<file path="src/rtl/fpu_merge_pkg.sv">
// +----------------------------------------------------------------------------+
// | fpu_merge_pkg                                                              |
// | Shared defaults and delay-line entry type for the FPU lane merger.         |
// | Revision: 1.0                                                              |
// +----------------------------------------------------------------------------+
`default_nettype none

package fpu_merge_pkg;

  localparam int LAT_DEF    = 4;
  localparam int RET_W_DEF  = 14;
  localparam int FLG_W_DEF  = 6;

  // Widest lane index the delay entry can carry; narrower indices are zero-extended.
  localparam int LANE_W_MAX = 4;

  typedef struct packed {
    logic                  vld;
    logic [LANE_W_MAX-1:0] lane;
  } delay_entry_t;

  function automatic int lane_w(input int n_lane);
    return (n_lane > 1) ? $clog2(n_lane) : 1;
  endfunction

endpackage

`default_nettype wire

</file>
<file path="src/rtl/fpu_op_delay.sv">
// +----------------------------------------------------------------------------+
// | fpu_op_delay                                                               |
// | One issue port's LAT-stage {vld, lane} shift register with flush and clamp.|
// | Revision: 1.0                                                              |
// +----------------------------------------------------------------------------+
`default_nettype none

module fpu_op_delay
  import fpu_merge_pkg::*;
#(
  parameter int LAT    = LAT_DEF,
  parameter int N_LANE = 2,
  parameter int LW     = 1
) (
  input  logic          clk,
  input  logic          rst,
  input  logic          flush,
  input  logic          in_vld,
  input  logic [LW-1:0] in_lane,
  output delay_entry_t  out_ent
);

  delay_entry_t [LAT-1:0] stage_q;
  delay_entry_t [LAT-1:0] stage_d;

  // Out-of-range lane indices are folded onto lane 0 so the flag mux never misses.
  always_comb begin
    stage_d          = '0;
    stage_d[0].vld   = in_vld & ~flush;
    stage_d[0].lane  = (int'(in_lane) < N_LANE) ? LANE_W_MAX'(in_lane) : '0;
    for (int k = 1; k < LAT; k++) begin
      stage_d[k].vld  = stage_q[k-1].vld & ~flush;
      stage_d[k].lane = stage_q[k-1].lane;
    end
  end

  always_ff @(posedge clk or negedge rst) begin
    if (!rst) begin
      stage_q <= '0;
    end else begin
      stage_q <= stage_d;
    end
  end

  assign out_ent = stage_q[LAT-1];

endmodule

`default_nettype wire

</file>
<file path="src/rtl/fpu_lane_merge.sv">
// +----------------------------------------------------------------------------+
// | fpu_lane_merge                                                             |
// | N-lane/N-port retire OR-merge, delayed lane flag select, sticky flags and  |
// | lane-collision latch. Sticky register built only with FPU_MERGE_STICKY_EN. |
// | Revision: 1.0                                                              |
// +----------------------------------------------------------------------------+
`default_nettype none

module fpu_lane_merge
  import fpu_merge_pkg::*;
#(
  parameter int N_PORT = 3,
  parameter int N_LANE = 2,
  parameter int LAT    = LAT_DEF,
  parameter int RET_W  = RET_W_DEF,
  parameter int FLG_W  = FLG_W_DEF,
  parameter int LW     = lane_w(N_LANE)
) (
  input  logic                            clk,
  input  logic                            rst,
  input  logic [N_PORT-1:0]               iss_vld,
  input  logic [N_PORT*LW-1:0]            iss_lane,
  input  logic                            flush,
  input  logic [N_LANE*N_PORT*RET_W-1:0]  lane_ret,
  input  logic [N_LANE*N_PORT-1:0]        lane_ret_en,
  input  logic [N_LANE*N_PORT*FLG_W-1:0]  lane_flg,
  output logic [N_PORT*RET_W-1:0]         ret,
  output logic [N_PORT-1:0]               ret_en,
  output logic [N_PORT*FLG_W-1:0]         flg,
  output logic [N_PORT-1:0]               flg_vld,
  output logic [FLG_W-1:0]                sticky,
  input  logic                            sticky_clr,
  output logic                            err_multi
);

  delay_entry_t [N_PORT-1:0] ent;
  logic                      multi;
  logic                      seen;
  logic                      err_multi_q;
  logic                      err_multi_d;

  always_comb begin
    ret    = '0;
    ret_en = '0;
    for (int p = 0; p < N_PORT; p++) begin
      for (int l = 0; l < N_LANE; l++) begin
        ret[p*RET_W +: RET_W] = ret[p*RET_W +: RET_W] | lane_ret[(l*N_PORT+p)*RET_W +: RET_W];
        ret_en[p]             = ret_en[p] | lane_ret_en[l*N_PORT+p];
      end
    end
  end

  for (genvar p = 0; p < N_PORT; p++) begin : g_port
    fpu_op_delay #(
      .LAT    (LAT),
      .N_LANE (N_LANE),
      .LW     (LW)
    ) u_delay (
      .clk     (clk),
      .rst     (rst),
      .flush   (flush),
      .in_vld  (iss_vld[p]),
      .in_lane (iss_lane[p*LW +: LW]),
      .out_ent (ent[p])
    );
  end

  // Invalid slots return zeros rather than falling back to the low lane.
  always_comb begin
    flg     = '0;
    flg_vld = '0;
    for (int p = 0; p < N_PORT; p++) begin
      flg_vld[p] = ent[p].vld;
      for (int l = 0; l < N_LANE; l++) begin
        if (ent[p].vld && (ent[p].lane == LANE_W_MAX'(l))) begin
          flg[p*FLG_W +: FLG_W] = lane_flg[(l*N_PORT+p)*FLG_W +: FLG_W];
        end
      end
    end
  end

  always_comb begin
    multi = 1'b0;
    seen  = 1'b0;
    for (int p = 0; p < N_PORT; p++) begin
      seen = 1'b0;
      for (int l = 0; l < N_LANE; l++) begin
        if (lane_ret_en[l*N_PORT+p]) begin
          multi = multi | seen;
          seen  = 1'b1;
        end
      end
    end
    err_multi_d = err_multi_q | multi;
  end

  always_ff @(posedge clk or negedge rst) begin
    if (!rst) begin
      err_multi_q <= 1'b0;
    end else begin
      err_multi_q <= err_multi_d;
    end
  end

  assign err_multi = err_multi_q;

`ifdef FPU_MERGE_STICKY_EN
  logic [FLG_W-1:0] sticky_q;
  logic [FLG_W-1:0] sticky_d;
  logic [FLG_W-1:0] flg_new;

  // Clear is applied before the OR so flags arriving in the clear cycle survive.
  always_comb begin
    flg_new = '0;
    for (int p = 0; p < N_PORT; p++) begin
      if (flg_vld[p]) begin
        flg_new = flg_new | flg[p*FLG_W +: FLG_W];
      end
    end
    sticky_d = (sticky_clr ? '0 : sticky_q) | flg_new;
  end

  always_ff @(posedge clk or negedge rst) begin
    if (!rst) begin
      sticky_q <= '0;
    end else begin
      sticky_q <= sticky_d;
    end
  end

  assign sticky = sticky_q;
`else
  logic unused_sticky_clr;
  assign unused_sticky_clr = sticky_clr;
  assign sticky            = '0;
`endif

endmodule

`default_nettype wire

</file>
<file path="config.mk">
export PLATFORM = sky130hd
export DESIGN_NAME = fpu_lane_merge
export DESIGN_NICKNAME = d
export VERILOG_FILES = /design/src/rtl/fpu_merge_pkg.sv /design/src/rtl/fpu_op_delay.sv /design/src/rtl/fpu_lane_merge.sv
export SDC_FILE = /design/constraint.sdc
export NUM_CORES = 1
export LEC_CHECK = 0
export ABC_AREA = 1
export BUFFER_PORTS_ARGS = -buffer_cell sky130_fd_sc_hd__buf_4
export CAP_MARGIN = 5
export CORE_MARGIN = 8
export CORE_UTILIZATION = 27
export CTS_BUF_LIST = sky130_fd_sc_hd__clkbuf_8
export DETAILED_ROUTE_END_ITERATION = 10
export HOLD_SLACK_MARGIN = 0.12
export PLACE_DENSITY_LB_ADDON = 0.08
export SLEW_MARGIN = 25
export SYNTH_ARGS = -nofsm -noshare
export SYNTH_HDL_FRONTEND = slang
export SYNTH_SLANG_ARGS = --single-unit
</file>
<file path="constraint.sdc">
create_clock -name clk -period 0.9 [get_ports clk]
set_clock_uncertainty 0.2 [all_clocks]
set_input_delay 0.045 -clock clk [delete_from_list [all_inputs] [get_ports clk]]
set_output_delay 0.045 -clock clk [all_outputs]
set_load 0.05 [all_outputs]
</file>
## After elaboration in Yosys (flattened, before gate mapping)

Index checks and enable logic that the tools add are counted.

| storage, ports and cells | value |
|---|---|
| logic and storage cells | 68 |
| output and inout port bits | 73 |
| register bits after elaboration | 25 |

| operators by class | value |
|---|---|
| multiplexer cells | 12 |
| reduce and logical (&&, ||, !) cells | 9 |
| bitwise gates (word level) | 22 |

Operators by type and width:

| cell | count |
|---|---|
| OR 14 bit | 3 |
| two-way mux 6 bit | 6 |
| bitwise AND 1 bit | 12 |
| logical NOT 4 bit | 3 |
| logical AND 1 bit | 6 |
| two-way mux 1 bit | 6 |
| OR 1 bit | 6 |
| NOT 1 bit | 1 |

## Depth between registers and ports, before layout

Gate-level depths: netlist (run 1).

| logic depth | value |
|---|---|
| depth after elaboration | 7 |
| depth in mapped cells | 4 |

## Cells and area by module

A second synthesis (run 1) with hierarchy kept.

| unflattened totals | value |
|---|---|
| cell total of the unflattened synthesis | 196 |
| area, all modules | 1,611.5 um^2 |

By module, submodules not included:

| module | instances | area an instance (um^2) | cells each |
|---|---|---|---|
| fpu_op_delay | 3 | 271.5 | 22 |
| fpu_lane_merge | 1 | 797.0 | 130 |

## Worst setup path before layout (run 1)

Ideal clock, no wire load.

| timing | value |
|---|---|
| path type | flip-flop to output port |
| from | register g_port[0].u_delay.stage_q, in the netlist g_port[0].u_delay.out_ent[4] |
| to | output port flg[0] |
| data required time | 0.655 ns |
| slack | -0.308 ns |
| stages on the path, launching flop included | 5 |
| buffers on the path | 0 |
| arrival time | 0.963 ns |
| cells stage by stage | dfrtp_1 nand2_2 inv_2 nand2_1 nand2_1 |

| between the ends | value |
|---|---|
| longest elaborated chain between the ends | 3 |
| elaborated cells between the ends (all ways) | 4 |
| classes of those cells | 2 x mux; 2 x reduce/logical |

RTL lines:

| what | line | text |
|---|---|---|
| start, declared | fpu_op_delay.sv:23 | `delay_entry_t [LAT-1:0] stage_q;` |
| start signal, assigned | fpu_op_delay.sv:41 | `stage_q <= stage_d;` |
| logical AND 1 bit | fpu_lane_merge.sv:75 | `if (ent[p].vld && (ent[p].lane == LANE_W_MAX'(l))) begin` |
| two-way mux 6 bit | fpu_lane_merge.sv:75 |  |
| two-way mux 6 bit (*) | fpu_lane_merge.sv:75 |  |
| end, declared | fpu_lane_merge.sv:29 | `output logic [N_PORT*FLG_W-1:0] flg,` |

Mark *: on every way between the ends. The rest lies on a longest branch, timed or not.

## Worst setup path after layout (run 1)

| timing | value |
|---|---|
| from | register g_port[1].u_delay.stage_q, in the netlist g_port[1].u_delay.out_ent[0] |
| to | output port flg[9] |

| between the ends | value |
|---|---|
| longest elaborated chain between the ends | 4 |
| elaborated cells between the ends (all ways) | 5 |
| classes of those cells | 2 x mux; 3 x reduce/logical |

RTL lines:

| what | line |
|---|---|
| start, declared | fpu_op_delay.sv:23 |
| start signal, assigned | fpu_op_delay.sv:41 |
| logical NOT 4 bit | fpu_lane_merge.sv:75 |
| logical AND 1 bit | fpu_lane_merge.sv:75 |
| two-way mux 6 bit | fpu_lane_merge.sv:75 |
| two-way mux 6 bit (*) | fpu_lane_merge.sv:75 |

Marked as above.

==> results of run 1 <==
[report_power, final]
part | switching [mW] | total, mW | internal [mW]
registers | 0.0177 | 1.18 | 1.17
logic | 0.718 | 1.36 | 0.641
clock network | 0.343 | 0.657 | 0.313
[registers in the layout (all words and copies together), names as in the netlist]
name	flops
g_port.u_delay.stage_q	9
g_port.u_delay.out_ent	6
err_multi	1
g_port.u_delay.stage_d	9
[metrics by stage]
stage          TNS [ns]  instance area [sq um]  setup WS [ns]
3_3_place_gp      -4.56                   3100         -0.276
4_1_cts          -10.50                   3510         -0.519
3_5_place_dp      -4.85                   3100         -0.293
5_1_grt          -11.70                   3510         -0.582
2_1_floorplan     -2.18                   1580         -0.116
6_report         -10.30                   3510         -0.511
[routing by layer]
metal  wire length (microns)  share of wire [%]  track usage (%)  vias up
met1                    2390                 34             17.0      823
met5                       0                  0                0        -
met4                      44               0.62             3.29        0
met2                    4020                 57             33.6       96
met3                     619                8.8             5.38        7
li1                        -                  -                -      936
[layout by cell type, fill, tap and decap left out, types with 8 or more instances in the layout]
master         instances
nand3_1                9
or2_2                 45
nand2_2               20
dlygate4sd3_1          8
dfrtp_1               21
nand2_4               19
nand3_2                8
nor2_1                12
inv_1                 13
buf_4                184
buf_8                 19
[worst min-delay path: stages]
cell	delay (ns)
buf_4	0.09
a21oi_2	0.04
nand2_1	0.05
[logic make-up (layout without fill, tap and decap cells)]
kind of cell | Yosys count | count (layout) | share of synthesized area (%)
buf+inv | 29 | 240 | 10.5
simple gates | 118 | 118 | 42.9
other cells | 1 | 6 | 0.275
compound gates | 1 | 1 | 0.367
flops | 25 | 25 | 45.9
[Yosys cell counts, drive strengths merged]
library cell,instances,area [sq um]
conb,1,3.75
buf,10,72.6
nand2,43,169
dfrtp,25,626
nand3,18,90.1
nor2,12,45.0
a21oi,1,5.00
inv,19,71.3
or2,45,282
[area by class of cell]
| type | instances | share of cell area, % |
|---|---|---|
| Sequential cell | 25 | 17.9 |
| Tap cell | 70 | 2.49 |
| Timing Repair Buffer | 217 | 51.6 |
| Clock buffer | 3 | 1.17 |
| Multi-Input combinational cell | 125 | 24.3 |
| Inverter | 19 | 2.24 |
| Clock inverter | 1 | 0.214 |
[worst paths after layout]
kind / startpoint / end / cells after the start / slack (ns)
max in group asynchronous: rst / g_port[0].u_delay.out_ent[4]$_DFF_PN0_ / 2 / 0.24
hold reg to reg: g_port[1].u_delay.stage_d[10]$_DFF_PN0_ / g_port[1].u_delay.stage_d[15]$_DFF_PN0_ / 0 / 0.15
setup reg to reg: err_multi$_DFF_PN0_ / err_multi$_DFF_PN0_ / 3 / -0.08
hold / removal: lane_ret_en[2] / err_multi$_DFF_PN0_ / 3 / -0.22
setup / recovery: g_port[1].u_delay.out_ent[0]$_DFF_PN0_ / flg[9] / 4 / -0.51
min in group asynchronous: rst / g_port[0].u_delay.stage_q[4]$_DFF_PN0_ / 2 / 0.01
[timing repair]
action,4_1_cts,5_1_grt
pin swaps,0,1
cloned,0,0
setup endpoints to repair,22,29
hold endpoints to repair,41,26
setup buffers,8,0
gates resized for setup,56,2
==> impl_results.rst, run 1 <==
.. list-table::
   :header-rows: 1

   * - Metric
     - Value
   * - Global-route wire length before repair
     - 10.1 mm
   * - Post-route DRC
     - 0
   * - Clock transition at the registers of the reported paths
     - 0.08 ns
   * - Final Instance Count excl. Fillers
     - 460
   * - Delay contributed by the slowest stage of the critical path
     - 0.41 ns
   * - Critical path buffers and inverters
     - 2
   * - Cell class contributing the biggest share of worst-path delay
     - flip-flops
   * - Post-synthesis instance area
     - 0.00136 sq mm
   * - Setup repair after global routing missed its margin
     - true
   * - Count of synthesis-stage warnings from yosys
     - 0
   * - Sequential element share of the synthesized area
     - 45.9%
   * - Endpoints failing setup
     - 23
   * - Pwr/cell area
     - 911 mW/mm^2
   * - Final clock period utilization by the worst path
     - 157%
   * - Fin crit period
     - 1.41 ns
   * - HPWL Detailed
     - 6.15 mm
   * - Antenna cell count
     - 0
   * - # Max-Cap Violations
     - 0
   * - Pins Over Slew Limit
     - 0
   * - Number of placement rows
     - 26
   * - Outcome
     - complete, but fails checks
   * - Fill cell count
     - 404
   * - Drt pass-1 iters
     - 4
   * - I/O pin total
     - 209
   * - Initial Util
     - 27.4%
   * - DRC marker count from the first detailed-route iteration
     - 38
   * - Worst-path maximum fanout
     - 6
   * - Critical path startpoint category
     - flop
   * - Count of hold buffers inserted by post-cts repair
     - 8
   * - Standard cell core area
     - 0.00498 sq mm
   * - Maximum number of pins on one net before global-route repair
     - 26
   * - Die width
     - 87.1 microns
   * - Combined flip-flop and latch cell area
     - 631 sq um
   * - F_max
     - 709 MHz
   * - Number of CTS-inserted buffers
     - 3
   * - Post-DR wirelength/cell
     - 15.4 microns
   * - Share of cells above drive strength 1
     - 81.3%
   * - Synthesized flop and latch total
     - 25
   * - Total GRT Usage
     - 17.1%
   * - Remaining antenna violation count
     - 0
   * - Maximum clock insertion buffer count
     - 2
   * - Vias after detailed routing
     - 1,862
   * - Post-synthesis average cell area
     - 7.84 sq um
   * - Area of the die
     - 0.00758 sq mm
   * - Per-cell via count in the routed design
     - 4.05
   * - Placed insts
     - 440
   * - Signed area change from the synthesized netlist to the final layout
     - 158%
   * - Routability Congestion
     - 0.828
   * - DIE HEIGHT
     - 87.1 microns
   * - Arrival time reported for the critical path endpoint
     - 1.17 ns
   * - Setup CP Type
     - reg2out
   * - Area taken by multi-input logic gates
     - 855 sq um
   * - Final-report hold violation count
     - 1
   * - Total number of H-tree levels
     - 1
   * - Final wirelength
     - 7.07 mm
   * - Instance count of the mapped netlist
     - 174
   * - Leakage
     - 1.82 nW
   * - Number of antenna violations at the first check in global routing
     - 0
   * - Critical path data required time
     - 0.65 ns
   * - Cell at the root of the clock tree
     - clkbuf_8
   * - Clock latency on the worst-skew pair
     - 0.27 ns
   * - Port buffer count
     - 201
   * - Number of sinks handled by clock tree synthesis
     - 25
   * - Synth unique cells
     - 12
   * - Critical Path, Cell by Cell
     - inv_2 > nand3_1 > nand2_4 > buf_8
   * - CTS tree
     - yes
   * - Worst Hold Slack
     - -0.218 ns
   * - Cell with the biggest individual delay on the critical path
     - dfrtp_1
   * - Fin worst setup slack
     - -0.511 ns
   * - Total overflow reported by the global router
     - 0
   * - Final Core Density
     - 70.6%
   * - Kind of capture point of the worst setup path
     - primary output
   * - Overall power after layout
     - 3.20 mW
   * - Classification of the worst-slack hold path
     - in2reg
   * - Worst supply voltage drop on vdd
     - 724 uV
   * - Violations in the final reports
     - hold timing, setup timing
   * - Via count of the first global-routing pass
     - 1,811
   * - Number of nets in the layout
     - 527
(Power assumes the default switching activity.)
==> run 2, diff against run 1 <==
- CORE_UTILIZATION: 27 -> 26
- CTS_BUF_LIST: sky130_fd_sc_hd__clkbuf_8 -> sky130_fd_sc_hd__clkbuf_16
==> impl_results.rst, run 2 (synthesis results as in run 1) <==
.. list-table::
   :header-rows: 1

   * - Metric
     - Value
   * - Number of placement rows
     - 26
   * - Fin crit period
     - 1.42 ns
   * - Critical path data required time
     - 0.65 ns
   * - Post-route cell area
     - 0.00365 sq mm
   * - Fin worst setup slack
     - -0.519 ns
   * - Final clock period utilization by the worst path
     - 158%
   * - Worst Hold Slack
     - -0.196 ns
   * - HPWL Detailed
     - 6.59 mm
   * - Number of sinks handled by clock tree synthesis
     - 25
   * - Classification of the worst-slack hold path
     - in2reg
   * - Fill cell count
     - 402
   * - Worst slack after detailed placement
     - -0.300 ns
   * - Most common library cell in the layout ignoring fill and taps
     - buf_4
   * - Area post-placement
     - 0.00310 sq mm
   * - Number of CTS-inserted buffers
     - 3
   * - Most used cells in the layout excluding fill and tap cells
     - 183 x buf_4, 45 x or2_2, 21 x nand2_4, 21 x dfrtp_1, 20 x buf_8
   * - Setup repair after global routing missed its margin
     - true
   * - Pwr/cell area
     - 966 mW/mm^2
   * - Cell at the root of the clock tree
     - clkbuf_16
   * - Pins Over Slew Limit
     - 0
   * - Count of hold buffers inserted by post-cts repair
     - 8
   * - Worst supply voltage drop on vdd
     - 1520 uV
   * - Leakage
     - 1.90 nW
   * - Critical Path, Cell by Cell
     - buf_4 > nand3_1 > nand2_4 > buf_8
   * - DRC marker count from the first detailed-route iteration
     - 34
   * - Outcome
     - complete, but fails checks
   * - Maximum clock insertion buffer count
     - 2
   * - Setup CP Type
     - reg2out
   * - # Max-Cap Violations
     - 0
   * - Drt pass-1 iters
     - 2
   * - Clock transition at the registers of the reported paths
     - 0.06 ns
   * - Antenna cell count
     - 0
   * - Via count of the first global-routing pass
     - 1,895
   * - Vias after detailed routing
     - 1,909
   * - Grt met3 use
     - 6.96%
   * - Signed area change from the synthesized netlist to the final layout
     - 168%
   * - Total number of H-tree levels
     - 1
   * - Cell with the biggest individual delay on the critical path
     - dfrtp_2
   * - Critical path buffers and inverters
     - 2
   * - Delay contributed by the slowest stage of the critical path
     - 0.44 ns
   * - Remaining antenna violation count
     - 0
   * - Global-route wire length before repair
     - 10.9 mm
   * - Initial Util
     - 26.9%
   * - Total overflow reported by the global router
     - 0
   * - Share of cells above drive strength 1
     - 82.5%
   * - Port buffer count
     - 201
   * - DIE HEIGHT
     - 88.4 microns
   * - Maximum number of pins on one net before global-route repair
     - 26
   * - Post-DR wirelength/cell
     - 16.7 microns
   * - M2 GR Usage
     - 33.5%
   * - Kind of capture point of the worst setup path
     - primary output
   * - Number of nets in the layout
     - 531
   * - Total GRT Usage
     - 18.2%
   * - GR Layer Usage met1
     - 18.3%
   * - CTS tree
     - yes
   * - Cell class contributing the biggest share of worst-path delay
     - flip-flops
   * - F_max
     - 705 MHz
   * - Clock latency on the worst-skew pair
     - 0.25 ns
   * - Number of antenna violations at the first check in global routing
     - 0
   * - Final-report hold violation count
     - 1
   * - I/O pin total
     - 209
   * - Final wirelength
     - 7.75 mm
   * - Violations in the final reports
     - hold timing, setup timing
   * - Most congested layer reported by global routing
     - met2
   * - Standard cell core area
     - 0.00507 sq mm
   * - Per-cell via count in the routed design
     - 4.11
   * - Die width
     - 88.4 microns
   * - Post-route DRC
     - 0
   * - Routability Congestion
     - 0.790
   * - Area of the die
     - 0.00782 sq mm
   * - Worst-path maximum fanout
     - 5
   * - Overall power after layout
     - 3.53 mW
   * - Endpoints failing setup
     - 23
   * - Critical path startpoint category
     - flop
   * - Arrival time reported for the critical path endpoint
     - 1.17 ns
run 2: final timing paths:
path	startpoint	endpoint	slack, ns	cells after the start
max	g_port[0].u_delay.out_ent[4]$_DFF_PN0_	flg[4]	-0.52	4
max reg2reg	err_multi$_DFF_PN0_	err_multi$_DFF_PN0_	-0.10	3
min in group asynchronous	rst	g_port[1].u_delay.stage_q[4]$_DFF_PN0_	0.02	2
min reg2reg	g_port[2].u_delay.stage_d[15]$_DFF_PN0_	g_port[2].u_delay.out_ent[0]$_DFF_PN0_	0.15	0
min	lane_ret_en[2]	err_multi$_DFF_PN0_	-0.20	3
max in group asynchronous	rst	g_port[0].u_delay.out_ent[4]$_DFF_PN0_	0.22	2
run 2: cell type report:
type	instances	area (sq um)	area share [%]
sequential	25	631	17.3
timing repair buffer	221	1890	51.7
clock inverter	1	3.75	0.103
inverter	19	86.3	2.36
tap	70	87.6	2.40
multi-input combinational	125	882	24.1
clock buffer	3	75.1	2.05
run 2: through the flow:
stage	hold WS, ns	utilization [%]	std cells	TNS [ns]
2_1_floorplan	-0.451	-	179	-2.18
3_3_place_gp	-0.243	61.1	440	-4.73
3_5_place_dp	-0.237	61.1	440	-5.01
4_1_cts	-0.206	69.9	460	-10.21
5_1_grt	-0.182	72.0	464	-11.35
6_report	-0.196	72.0	464	-10.17
run 2: routing by layer:
layer / up-vias / wire (microns)
li1: 946 / -
met1: 852 / 2650
met2: 98 / 4170
met3: 13 / 774
met4: 0 / 160
met5: - / 0
run 2: timing repair:
action                                  4_1_cts  5_1_grt
pin swaps                                     2        2
gates resized for setup                      59       17
setup buffers                                 8        3
endpoints found under the hold margin        41       38
gates cloned                                  0        1
endpoints found under the setup margin       22       37
run 2: worst min-delay path, delay by kind of cell:
kind	cells	cell delay (ns)
AOI/OAI and AO/OA	1	0.04
buffers and inverters	1	0.09
and+or+nand+nor	1	0.05
run 2: where the power goes:
group / switching, mW / total (mW) / internal, mW
sequential: 0.0184 / 1.19 / 1.17
clock: 0.353 / 0.946 / 0.593
combinational: 0.741 / 1.40 / 0.657
total: 1.11 / 3.53 / 2.42
==> run 3, diff against run 2 <==
- CORE_AREA: default -> 2 2 80 82
- CORE_MARGIN: 8 -> default
- CORE_UTILIZATION: 26 -> default
- DIE_AREA: default -> 0 0 82 84
==> impl_results.rst, run 3 (synthesis results as in run 1) <==
.. list-table::
   :header-rows: 1

   * - Metric
     - Value
   * - Final clock period utilization by the worst path
     - 155%
   * - Maximum clock insertion buffer count
     - 2
   * - Final wirelength
     - 6.14 mm
   * - Share of cells above drive strength 1
     - 82.8%
   * - Final Instance Count excl. Fillers
     - 467
   * - Number of nets in the layout
     - 527
   * - Clock share of power
     - 27.0%
   * - Drt pass-1 iters
     - 4
   * - Post-route cell area
     - 0.00369 sq mm
   * - Area post-placement
     - 0.00311 sq mm
   * - Worst Hold Slack
     - -0.215 ns
   * - Fin crit period
     - 1.39 ns
   * - Post-route DRC
     - 0
   * - Worst slack after detailed placement
     - -0.300 ns
   * - HPWL Detailed
     - 5.00 mm
   * - Final-report hold violation count
     - 1
   * - Total number of H-tree levels
     - 1
   * - Area of the die
     - 0.00689 sq mm
   * - Switching power as a share of total power
     - 31.4%
   * - Standard cell core area
     - 0.00610 sq mm
   * - Count of hold buffers inserted by post-cts repair
     - 8
   * - Number of antenna violations at the first check in global routing
     - 0
   * - DRC marker count from the first detailed-route iteration
     - 12
   * - Kind of capture point of the worst setup path
     - primary output
   * - I/O pin total
     - 209
   * - Post-route setup TNS
     - -10.08 ns
   * - Critical path data required time
     - 0.65 ns
   * - Via count of the first global-routing pass
     - 1,745
   * - Pins Over Slew Limit
     - 0
   * - Classification of the worst-slack hold path
     - in2reg
   * - Per-cell via count in the routed design
     - 3.95
   * - Arrival time reported for the critical path endpoint
     - 1.15 ns
   * - Routability Congestion
     - 0.755
   * - F_max
     - 717 MHz
   * - Part of the power in registers
     - 33.5%
   * - Clock latency on the worst-skew pair
     - 0.25 ns
   * - Maximum number of pins on one net before global-route repair
     - 26
   * - Setup repair after global routing missed its margin
     - true
   * - Leakage
     - 1.92 nW
   * - Worst supply voltage drop on vdd
     - 910 uV
   * - Overall power after layout
     - 3.54 mW
   * - Switching power
     - 1.11 mW
   * - Endpoints failing setup
     - 23
   * - DIE HEIGHT
     - 84 microns
   * - Violations in the final reports
     - hold timing, setup timing
   * - Number of sinks handled by clock tree synthesis
     - 25
   * - Fin worst setup slack
     - -0.494 ns
   * - Port buffer count
     - 201
   * - Cell at the root of the clock tree
     - clkbuf_16
   * - Clock transition at the registers of the reported paths
     - 0.06 ns
   * - Critical path startpoint category
     - flop
   * - Total GRT Usage
     - 16.3%
   * - Global-route wire length before repair
     - 8.62 mm
   * - Internal power consumption
     - 2.43 mW
   * - Initial Util
     - 22.4%
   * - Signed area change from the synthesized netlist to the final layout
     - 170%
   * - Antenna cell count
     - 0
   * - Total overflow reported by the global router
     - 0
   * - Setup CP Type
     - reg2out
   * - Number of placement rows
     - 29
   * - CTS tree
     - yes
   * - # Max-Cap Violations
     - 0
   * - Outcome
     - complete, but fails checks
   * - Number of CTS-inserted buffers
     - 3
   * - Worst-path maximum fanout
     - 7
   * - Logic pwr share
     - 39.5%
   * - Most used cells in the layout excluding fill and tap cells
     - 174 x buf_4, 45 x or2_2, 27 x nand2_4
   * - Most common library cell in the layout ignoring fill and taps
     - buf_4
   * - Post-DR wirelength/cell
     - 13.1 microns
   * - Pwr/cell area
     - 959 mW/mm^2
   * - Final Core Density
     - 60.5%
   * - Placed insts
     - 447
   * - Die width
     - 82 microns
   * - Vias after detailed routing
     - 1,845
   * - Remaining antenna violation count
     - 0
==> run 3: changes by cell type in the layout (fill, tap and decap cells not counted), sizes merged <==
cell          previous run  this run
dlymetal6s4s             1         0
buf                    213       209
dlygate4sd3              7         8
==> run 3: power groups by stage <==
stage               logic (mW)  registers, mW  clock network, mW
finish                    1.40           1.19              0.955
global route              1.47           1.19               1.04
CTS                       1.39           1.19              0.985
detailed placement        1.29           1.21                  0
global placement          1.29           1.21                  0
floorplan                0.657           1.20                  0
==> run 3: what timing repair did <==
action | 4_1_cts | 5_1_grt
hold endpoints to repair | 41 | 26
gates resized for setup | 74 | 10
pin swaps | 9 | 0
buffers inserted | 7 | 1
setup endpoints to repair | 22 | 40
==> run 3: per-layer routing <==
layer	routed length, microns	global-route usage (%)	part of all wire [%]	up-vias
li1	-	-	-	941
met1	2070	16.7	34	825
met2	3440	32.2	56	77
met3	602	3.90	9.8	2
met4	21	3.48	0.34	0
met5	0	0	0	-
==> run 3: worst paths after layout <==
check                                                  startpoint                                 endpoint  slack, ns  cells after the start
setup / recovery           g_port[2].u_delay.out_ent[4]$_DFF_PN0_                                  flg[13]      -0.49                      5
hold / removal                                     lane_ret_en[2]                      err_multi$_DFF_PN0_      -0.22                      3
setup reg to reg                              err_multi$_DFF_PN0_                      err_multi$_DFF_PN0_      -0.08                      3
hold reg to reg            g_port[2].u_delay.stage_d[5]$_DFF_PN0_  g_port[2].u_delay.stage_d[10]$_DFF_PN0_       0.15                      0
max in group asynchronous                                     rst   g_port[0].u_delay.out_ent[4]$_DFF_PN0_       0.22                      2
min in group asynchronous                                     rst                      err_multi$_DFF_PN0_       0.02                      2
==> run 3: area by class of cell <==
type / instances / area (sq um)
clock buffers: 3 / 75.1
clock inverters: 1 / 5.00
fillers: 546 / 2410
inverters: 19 / 83.8
multi-input cells: 125 / 915
flip-flops and latches: 25 / 631
well taps: 77 / 96.3
repair buffers: 217 / 1880
==> run 3: critical path: stages, from the launching register on <==
cell and delay [ns]:
dfrtp_2 0.42, nand2_2 0.08, inv_4 0.11, nand2_2 0.07, nand2_4 0.07, buf_8 0.14
